<file path="src/rtl/flb_band_ctrl.sv">
// flb_band_ctrl -- coarse-band search controller for the FLB loop.
//
// Runs entirely in the nsh_clk domain. Measures the number of nsh_clk cycles
// between synchronized reference pulses and binary-searches the 8-bit DCO
// band, MSB first, toward target_cnt. A final verify measurement decides
// between LOCKED (loop filter enabled, operating lags applied) and FAIL.
//
// Optional feature macro: FLB_RELOCK_EN
//   defined   : LOCKED keeps measuring every reference period; LOSS_CNT
//               consecutive out-of-tolerance periods restart the search.
//   undefined : LOCKED is passive until start or rst.
//
// Parameters:
//   SETTLE_REFS  reference pulses skipped after each band change (1..15)
//   LOSS_CNT     consecutive bad periods that count as loss of lock (1..15)
//
// Ports:
//   nsh_clk       in   clock, all logic on rising edge
//   rst           in   synchronous reset, active high
//   start         in   one-cycle search request, accepted in IDLE/LOCKED/FAIL
//   ref_pulse     in   one-cycle synchronized reference edge
//   target_cnt    in   desired cycles per reference period (latched on start)
//   tol           in   lock tolerance in cycles (latched on start)
//   cfg_smpl_lag  in   operating sample lag, used in LOCKED
//   cfg_mtrx_lag  in   operating matrix lag, used in LOCKED
//   band          out  DCO coarse band
//   smpl_clk_lag  out  synchronizer sample lag
//   mtrx_clk_lag  out  synchronizer matrix lag
//   dlf_en        out  loop filter enable, high only in LOCKED
//   busy          out  search or verify in progress
//   locked        out  lock achieved
//   fail          out  search ended without lock (sticky)
//   meas_cnt      out  last completed period measurement
module flb_band_ctrl #(
    parameter int SETTLE_REFS = 4,
    parameter int LOSS_CNT    = 3
) (
    input  logic        nsh_clk,
    input  logic        rst,
    input  logic        start,
    input  logic        ref_pulse,
    input  logic [15:0] target_cnt,
    input  logic [7:0]  tol,
    input  logic [1:0]  cfg_smpl_lag,
    input  logic [1:0]  cfg_mtrx_lag,
    output logic [7:0]  band,
    output logic [1:0]  smpl_clk_lag,
    output logic [1:0]  mtrx_clk_lag,
    output logic        dlf_en,
    output logic        busy,
    output logic        locked,
    output logic        fail,
    output logic [15:0] meas_cnt
);

    typedef enum logic [2:0] {
        S_IDLE,
        S_SETTLE,
        S_MEASURE,
        S_DECIDE,
        S_LOCKED,
        S_FAIL
    } state_t;

    localparam logic [3:0]  SETTLE_LAST = 4'(SETTLE_REFS - 1);
    // Counter value one short of saturation: the edge that would take the
    // counter to 16'hFFFF declares the reference lost instead.
    localparam logic [15:0] CNT_SAT_M1  = 16'hFFFE;

    if (SETTLE_REFS < 1 || SETTLE_REFS > 15 || LOSS_CNT < 1 || LOSS_CNT > 15) begin : g_param_check
        $error("flb_band_ctrl: SETTLE_REFS and LOSS_CNT must be in 1..15");
    end

    state_t      state, state_d;
    logic [7:0]  band_d;
    logic [2:0]  bit_idx, bit_idx_d;
    logic        verify, verify_d;
    logic [3:0]  settle_cnt, settle_d;
    logic [15:0] cnt, cnt_d;
    logic [15:0] meas_d;
    logic [15:0] tgt_q, tgt_d;
    logic [7:0]  tol_q, tol_d;
    logic [1:0]  smpl_d, mtrx_d;
    logic        dlf_en_d, busy_d, locked_d, fail_d;
    logic        restart;

`ifdef FLB_RELOCK_EN
    localparam logic [3:0] LOSS_LAST = 4'(LOSS_CNT - 1);
    logic [3:0]  loss_cnt, loss_d;
`endif

    function automatic logic [16:0] abs_diff(input logic [15:0] a, input logic [15:0] b);
        return (a >= b) ? {1'b0, a - b} : {1'b0, b - a};
    endfunction

    always_comb begin
        state_d   = state;
        band_d    = band;
        bit_idx_d = bit_idx;
        verify_d  = verify;
        settle_d  = settle_cnt;
        cnt_d     = cnt;
        meas_d    = meas_cnt;
        tgt_d     = tgt_q;
        tol_d     = tol_q;
        smpl_d    = smpl_clk_lag;
        mtrx_d    = mtrx_clk_lag;
        dlf_en_d  = dlf_en;
        busy_d    = busy;
        locked_d  = locked;
        fail_d    = fail;
        restart   = 1'b0;
`ifdef FLB_RELOCK_EN
        loss_d    = loss_cnt;
`endif

        // start has priority over everything, including a coincident pulse.
        if (start && (state == S_IDLE || state == S_LOCKED || state == S_FAIL)) begin
            restart = 1'b1;
            tgt_d   = target_cnt;
            tol_d   = tol;
        end else begin
            case (state)
                S_SETTLE: begin
                    if (ref_pulse) begin
                        if (settle_cnt == SETTLE_LAST) begin
                            settle_d = '0;
                            cnt_d    = '0;
                            state_d  = S_MEASURE;
                        end else begin
                            settle_d = settle_cnt + 4'd1;
                        end
                    end
                end

                S_MEASURE: begin
                    if (ref_pulse) begin
                        meas_d  = cnt + 16'd1;
                        cnt_d   = '0;
                        state_d = S_DECIDE;
                    end else if (cnt == CNT_SAT_M1) begin
                        cnt_d   = 16'hFFFF;
                        meas_d  = 16'hFFFF;
                        fail_d  = 1'b1;
                        busy_d  = 1'b0;
                        state_d = S_FAIL;
                    end else begin
                        cnt_d = cnt + 16'd1;
                    end
                end

                S_DECIDE: begin
                    // Keep counting through DECIDE so a relock build measures
                    // the first LOCKED period from the verify pulse onward.
                    cnt_d = cnt + 16'd1;
                    if (!verify) begin
                        if (meas_cnt > tgt_q)
                            band_d[bit_idx] = 1'b0;
                        if (bit_idx != 3'd0) begin
                            band_d[bit_idx - 3'd1] = 1'b1;
                            bit_idx_d              = bit_idx - 3'd1;
                        end else begin
                            verify_d = 1'b1;
                        end
                        state_d = S_SETTLE;
                    end else if (abs_diff(meas_cnt, tgt_q) <= {9'd0, tol_q}) begin
                        locked_d = 1'b1;
                        dlf_en_d = 1'b1;
                        busy_d   = 1'b0;
                        smpl_d   = cfg_smpl_lag;
                        mtrx_d   = cfg_mtrx_lag;
                        state_d  = S_LOCKED;
`ifdef FLB_RELOCK_EN
                        loss_d   = '0;
`endif
                    end else begin
                        fail_d  = 1'b1;
                        busy_d  = 1'b0;
                        state_d = S_FAIL;
                    end
                end

                S_LOCKED: begin
                    smpl_d = cfg_smpl_lag;
                    mtrx_d = cfg_mtrx_lag;
`ifdef FLB_RELOCK_EN
                    if (ref_pulse) begin
                        meas_d = cnt + 16'd1;
                        cnt_d  = '0;
                        if (abs_diff(cnt + 16'd1, tgt_q) <= {9'd0, tol_q})
                            loss_d = '0;
                        else if (loss_cnt == LOSS_LAST)
                            restart = 1'b1;
                        else
                            loss_d = loss_cnt + 4'd1;
                    end else if (cnt == CNT_SAT_M1) begin
                        cnt_d    = 16'hFFFF;
                        meas_d   = 16'hFFFF;
                        fail_d   = 1'b1;
                        busy_d   = 1'b0;
                        locked_d = 1'b0;
                        dlf_en_d = 1'b0;
                        state_d  = S_FAIL;
                    end else begin
                        cnt_d = cnt + 16'd1;
                    end
`endif
                end

                S_IDLE, S_FAIL: ;

                default: state_d = S_IDLE;
            endcase
        end

        // Search (re)start: shared by an accepted start and a relock.
        if (restart) begin
            state_d   = S_SETTLE;
            band_d    = 8'h80;
            bit_idx_d = 3'd7;
            verify_d  = 1'b0;
            settle_d  = '0;
            locked_d  = 1'b0;
            fail_d    = 1'b0;
            dlf_en_d  = 1'b0;
            busy_d    = 1'b1;
            smpl_d    = 2'b11;
            mtrx_d    = 2'b11;
`ifdef FLB_RELOCK_EN
            loss_d    = '0;
`endif
        end
    end

    always_ff @(posedge nsh_clk) begin
        if (rst) begin
            state        <= S_IDLE;
            band         <= 8'h80;
            bit_idx      <= 3'd7;
            verify       <= 1'b0;
            settle_cnt   <= '0;
            cnt          <= '0;
            meas_cnt     <= '0;
            tgt_q        <= '0;
            tol_q        <= '0;
            smpl_clk_lag <= 2'b11;
            mtrx_clk_lag <= 2'b11;
            dlf_en       <= 1'b0;
            busy         <= 1'b0;
            locked       <= 1'b0;
            fail         <= 1'b0;
`ifdef FLB_RELOCK_EN
            loss_cnt     <= '0;
`endif
        end else begin
            state        <= state_d;
            band         <= band_d;
            bit_idx      <= bit_idx_d;
            verify       <= verify_d;
            settle_cnt   <= settle_d;
            cnt          <= cnt_d;
            meas_cnt     <= meas_d;
            tgt_q        <= tgt_d;
            tol_q        <= tol_d;
            smpl_clk_lag <= smpl_d;
            mtrx_clk_lag <= mtrx_d;
            dlf_en       <= dlf_en_d;
            busy         <= busy_d;
            locked       <= locked_d;
            fail         <= fail_d;
`ifdef FLB_RELOCK_EN
            loss_cnt     <= loss_d;
`endif
        end
    end

endmodule
</file>
<file path="config.mk">
export PLATFORM = sky130hd
export DESIGN_NAME = flb_band_ctrl
export DESIGN_NICKNAME = d
export VERILOG_FILES = /design/src/rtl/flb_band_ctrl.sv
export SDC_FILE = /design/constraint.sdc
export NUM_CORES = 1
export LEC_CHECK = 0
export CAP_MARGIN = 10
export CORE_ASPECT_RATIO = 1.2
export CORE_MARGIN = 8
export CORE_UTILIZATION = 30
export DETAILED_ROUTE_END_ITERATION = 8
export GPL_TIMING_DRIVEN = 0
export HOLD_SLACK_MARGIN = 0.05
export RECOVER_POWER = 50
export SLEW_MARGIN = 20
export SYNTH_ARGS = -nofsm -noshare
export SYNTH_HDL_FRONTEND = slang
export SYNTH_SLANG_ARGS = --single-unit
</file>
<file path="constraint.sdc">
create_clock -name nsh_clk -period 5.1 [get_ports nsh_clk]
set_input_delay 1.02 -clock nsh_clk [delete_from_list [all_inputs] [get_ports nsh_clk]]
set_output_delay 1.02 -clock nsh_clk [all_outputs]
set_load 0.01 [all_outputs]
</file>
* Yosys cells after proc, flatten, opt, wreduce, memory -nomap -nowiden *
Index checks and enable logic that the tools add are counted.
Widths: inputs -> output; s select.

cells by class
  $add $sub $neg = 5
  order comparisons = 7
  eq/ne operators = 23
  multiplexer cells = 47
  bitwise operators = 6
  reductions and logical operators = 26

operators with widths
  operator               count
  $mux 16                7
  $pmux 16 s3            1
  $mux 8                 5
  $sub 16x16->16         2
  $ne 3x3->1 const B     6
  $mux 1                 17
  $add 16x1->16 const B  1
  $eq 16x16->1 const B   1
  $ge 16x16->1           1
  $gt 16x16->1           1
  $le 16x8->1            1
  $ne 2x2->1 const B     8
  $reduce_and 4->1       4
  $mux 3                 5
  $reduce_and 5->1       3
  $pmux 3 s4             1
  $reduce_and 3->1       3
  $reduce_bool 3->1      3
  $and 8x8->8            1
  $lt 3x4->1 const B     2
  $mux 2                 4
  $not 8->8              1
  $or 8x8->8             1
  $pmux 2 s2             2
  other kinds (21)       33

word-level totals
  register bits after elaboration = 82
  input bits = 32
  output and inout bits = 32
  logic and storage cells = 129

* Depth between registers and ports, before layout *
  depth in word-level cells = 12
  depth in mapped cells = 23
  gate-level depth less buffers = 22

* Worst setup path after synthesis *
Ideal clock, no wire load.

  path kind = register to register
  start point = register meas_cnt[11]
  end point = register mtrx_clk_lag[0]
  setup time = 0.072 ns
  arrival time = 3.984 ns
  required time = 5.028 ns
  path slack = 1.045 ns
  cell stages (with the launch flop) = 22
  buffers on the path = 2
  period minus slack after synthesis = 4.055 ns
  path through = dfxtp_1 > inv_1 > ha_1 > buf_6 > a21oi_4 > o21ai_2 > a2111oi_2 > and2_1 > buf_6 > mux2i_1 > xnor2_1 > ha_1 > a21oi_1 > o21ai_0 > mux2i_1 > a21oi_1 > a2111oi_2 > nand4_1 > nand3_2 > nand4_2 > o32ai_4 > mux2i_1

on the way
  word-level cells in the longest chain between the ends = 5
  elaborated cells on any way between the ends = 7
  classes of those cells = add/sub: 2; order compare: 2; eq/ne: 1; mux: 1; reduce/logical: 1

ends and longest elaborated chain
  item                                                   RTL line  source
  start: declaration                                     53        output logic [15:0] meas_cnt
  start signal: assignment                               262       meas_cnt <= meas_d;
  $sub 16x16->16 / $ge 16x16->1 (equally long branches)  93        return (a >= b) ? {1'b0, a - b} : {1'b0, b - a};
  $mux 16 *                                              93
  $le 16x8->1 *                                          166       end else if (abs_diff(meas_cnt, tgt_q) <= {9'd0, tol_q}) begin
  $ne 2x2->1 (no line) *                                 --
  $reduce_and 4->1 (no line) *                           --
  end signal: assignment                                 266       mtrx_clk_lag <= mtrx_d;
  end: declaration                                       48        output logic [1:0] mtrx_clk_lag,

Every way passes the cells marked *; elsewhere a longest branch is shown, timed or not.
A chain may end at the register's enable or synchronous reset.

* Worst setup path after layout *
  start point = register meas_cnt[9]
  end point = register mtrx_clk_lag[1]

The elaborated chain is that of the path after synthesis.

==> qor.yml <==
final_hold_viol_count: 0
whs_ns: 0.4554
yosys.area_share.simple_pct: 20.58
p_comb_share_pct: 21.9
synth-seq-area-share_pct: 30.21
rrSetupSlack_ns: 0.36
cts.sinks: 82
status: "complete, no violations"
reg2reg_to: "mtrx_clk_lag[1]"
diodes: 0
p_sw_uw: 511.3
portBuffers: 62
r2r-start: "meas_cnt[9]"
cts_buffers: 9
synth_compound_area_share_pct: 22.98
cts-htree-levels: 3
maxSlewViolCount: 0
hold_path_class: "reg2reg"
yosys.cell_types.count: 63
gr-usage-met1_pct: 14.43
slowest_stage: "dfxtp_1"
ir_drop_mv: 0.1538
syn_nets: 769
yosys.area_share.adder_pct: 10.87
core_area_sq_um: 17970
area.sequential_sq_um: 1642
grt_pass1_wl_mm: 24.55
finClkSkew_ns: 0.01184
syn2layout_area_growth_pct: 22.59
tritoncts: "built"
drt-pass1-iter-count: 7
place_congestion: 0.8409
final_area_sq_um: 6661
grt-ovfl-total: 0
clkPwrFrac_pct: 41.0
antenna_found_initial: 0
required_ns: 5.38
start_util_pct: 30.24
ff2ff_path_depth: 22
arrival_ns: 5.02
drive_gt1_share_pct: 7.802
swShare_pct: 28.73
p_per_area_nw_per_um2: 267.2
root_buffer: "clkbuf_16"
synth_enable_flop_cells: 0
die_h_um: 163.4
worstSkewPairLatency_ns: 0.35
row_count: 54
end_kind: "register"
viasPerCell: 5.029
finalSetupViolations: 0
slew_headroom_pct: 29.49
min-delay-start: "tol_q[4]"
tns_ns: 0
cp-start-kind: "register"
p_leak_nw: 2.625
met3_usage_pct: 2.193
die_x_um: 138.9
rsz0062_at_grt: "no"
ys_ff_latch: 82
p_int_mw: 1.268
route.detailed.drc: 0
hpwlAfterDp_mm: 12.12
cts_buffer_depth: 2
synth_top_family_by_area: "compound AO/OA/AOI/OAI gates"
crit_path_cell_trace: "inv_1 -> ha_1 -> buf_2 -> a21oi_4 -> o21ai_2 -> a2111oi_2 -> and2_1 -> buf_6 -> nand3_1 -> o21ai_0 -> xnor2_1 -> ha_1 -> a21oi_1 -> o21ai_0 -> mux2i_1 -> a21oi_1 -> a2111oi_2 -> nand4_1 -> nand3_2 -> nand4_2 -> o32ai_4 -> mux2i_1"
pin_count: 64
timing.final.crit_share_pct: 92.85
ant_nets: 0
period_needed_ns: 4.735
crit_fanout: 10
max_stage_delay_ns: 0.44
synthCells: 691
multi_input_area_sq_um: 3372
drt_wl_total_mm: 15.20
tightestPinTransition_ns: 1.055
vias: 4994
syn_area_per_cell_sq_um: 7.864
yosysWarnings: 0
critical_path_class: "reg2reg"
synthArstFlopShare_pct: 0
grtUsageMet2_pct: 26.02
synthesis.area_sq_um: 5434
grt_max_degree: 15
fillCellCount: 1897
postPlaceCellArea_sq_um: 6335
final_common_cell: "nand2_1"
wl_per_cell_um: 15.31
synth_mux_area_share_pct: 2.395
final_cell_mix: "nand2_1, dfxtp_1, a21oi_1"
drt_iter0_drc: 309
clk_pin_slew_ns: 0.07
crit_start: "meas_cnt[9]"
fmax_ghz: 0.2112
seq_power_share_pct: 37.2
grt_usage_pct: 13.42
dieArea_sq_um: 22690
grt_pass1_vias: 4899
finalNetCount: 842
maxCapViolCount: 0
cp-endpoint: "mtrx_clk_lag[1]"
synth_xor_xnor_area_share_pct: 5.319
grt.busiest_layer: "met2"
synth-main-ff-cell: "dfxtp_1"
[sequential cells by signal, indices dropped and copies added (netlist names), 3 cells and up]
register    count
settle_cnt      4
band            8
meas_cnt       16
tol_q           8
state           3
tgt_q          16
bit_idx         3
cnt            16
[layout make-up]
cell class                 instances  area share, %
sequential                        82          24.64
inverter                          53          2.986
multi-input combinational        518          50.62
timing repair buffer              63          9.429
clock inverter                     5          1.277
clock buffer                      11          3.644
buffer                            37          3.193
tap                              224          4.207
[cell families after synthesis]
group           count (synthesis)
simple gates                  236
compound gates                190
buf+inv                        91
flops                          82
fa+ha+maj                      46
xor+xnor                       33
mux                            13
[what timing repair did]
item	4_1_cts	5_1_grt
endpoints found under the setup margin	0	1
gates resized for setup	0	0
hold buffers	0	0
buffers inserted	0	1
[per-stage QoR]
step	cells	worst slack, ns	power (mW)	utilization, %
6_report	993	0.3647	1.780	37.06
5_1_grt	993	0.03070	1.860	37.06
4_1_cts	993	0.2418	1.795	37.07
3_5_place_dp	977	0.2532	1.064	35.25
3_3_place_gp	977	0.2960	1.060	35.25
2_1_floorplan	691	1.045	0.9584	-
[power by group through the flow]
stage / registers, mW / clock network [mW] / logic, mW
global placement: 0.676 / 0 / 0.383
CTS: 0.662 / 0.744 / 0.390
global route: 0.663 / 0.768 / 0.428
detailed placement: 0.677 / 0 / 0.387
finish: 0.662 / 0.729 / 0.389
floorplan: 0.674 / 0 / 0.284
[layer usage]
layer / wire, um / up-vias
met3: 351 / 16
li1: - / 2564
met2: 8142 / 96
met4: 242 / 0
met5: 0 / -
met1: 6467 / 2318
[synth_stat cells, types with 3 or more instances]
| cell type | number | area share, % |
|---|---|---|
| a211oi_1 | 11 | 1.5 |
| buf_4 | 3 | 0.41 |
| nand2_1 | 94 | 6.5 |
| buf_6 | 5 | 1.0 |
| xnor2_1 | 22 | 3.5 |
| xor2_1 | 11 | 1.8 |
| dfxtp_1 | 82 | 30 |
| or2_2 | 3 | 0.35 |
| nor2_1 | 57 | 3.9 |
| clkbuf_1 | 24 | 1.7 |
| nor3b_1 | 5 | 0.69 |
| nor3_1 | 12 | 1.1 |
| nor4_1 | 4 | 0.46 |
| buf_2 | 4 | 0.37 |
| nor2b_1 | 6 | 0.69 |
| a21o_1 | 6 | 0.83 |
| and3_1 | 6 | 0.69 |
| a311oi_1 | 3 | 0.48 |
| mux2i_1 | 13 | 2.4 |
| nand4_1 | 11 | 1.3 |
| and2_1 | 6 | 0.69 |
| nand3_1 | 16 | 1.5 |
| a21oi_1 | 81 | 7.5 |
| a31oi_1 | 10 | 1.2 |
| o221a_2 | 10 | 2.1 |
| o211ai_1 | 5 | 0.69 |
| o21ai_1 | 4 | 0.37 |
| ha_1 | 44 | 10 |
| o21ai_0 | 30 | 2.8 |
| o21a_1 | 4 | 0.55 |
| o22ai_1 | 5 | 0.58 |
| inv_1 | 52 | 3.6 |
[how the worst min path moves through the flow]
stage          depth (start not counted)   endpoint
5_1_grt                                2   tol_q[5]
3_5_place_dp                           2   tol_q[4]
4_1_cts                                2   tol_q[4]
2_1_floorplan                          2  tgt_q[15]
6_report                               2   tol_q[4]
3_3_place_gp                           2   tol_q[7]
[critical path, delay by kind of cell (launching register included)]
family	cells	cell delay, ns
AND/OR/NAND/NOR	5	0.75
AO/OA/AOI/OAI	9	1.83
XOR/XNOR	1	0.19
flip-flops	1	0.44
multiplexers	2	0.38
adder cells (fa/ha/maj)	2	0.61
buffers and inverters	3	0.43
(Power assumes the default switching activity.)
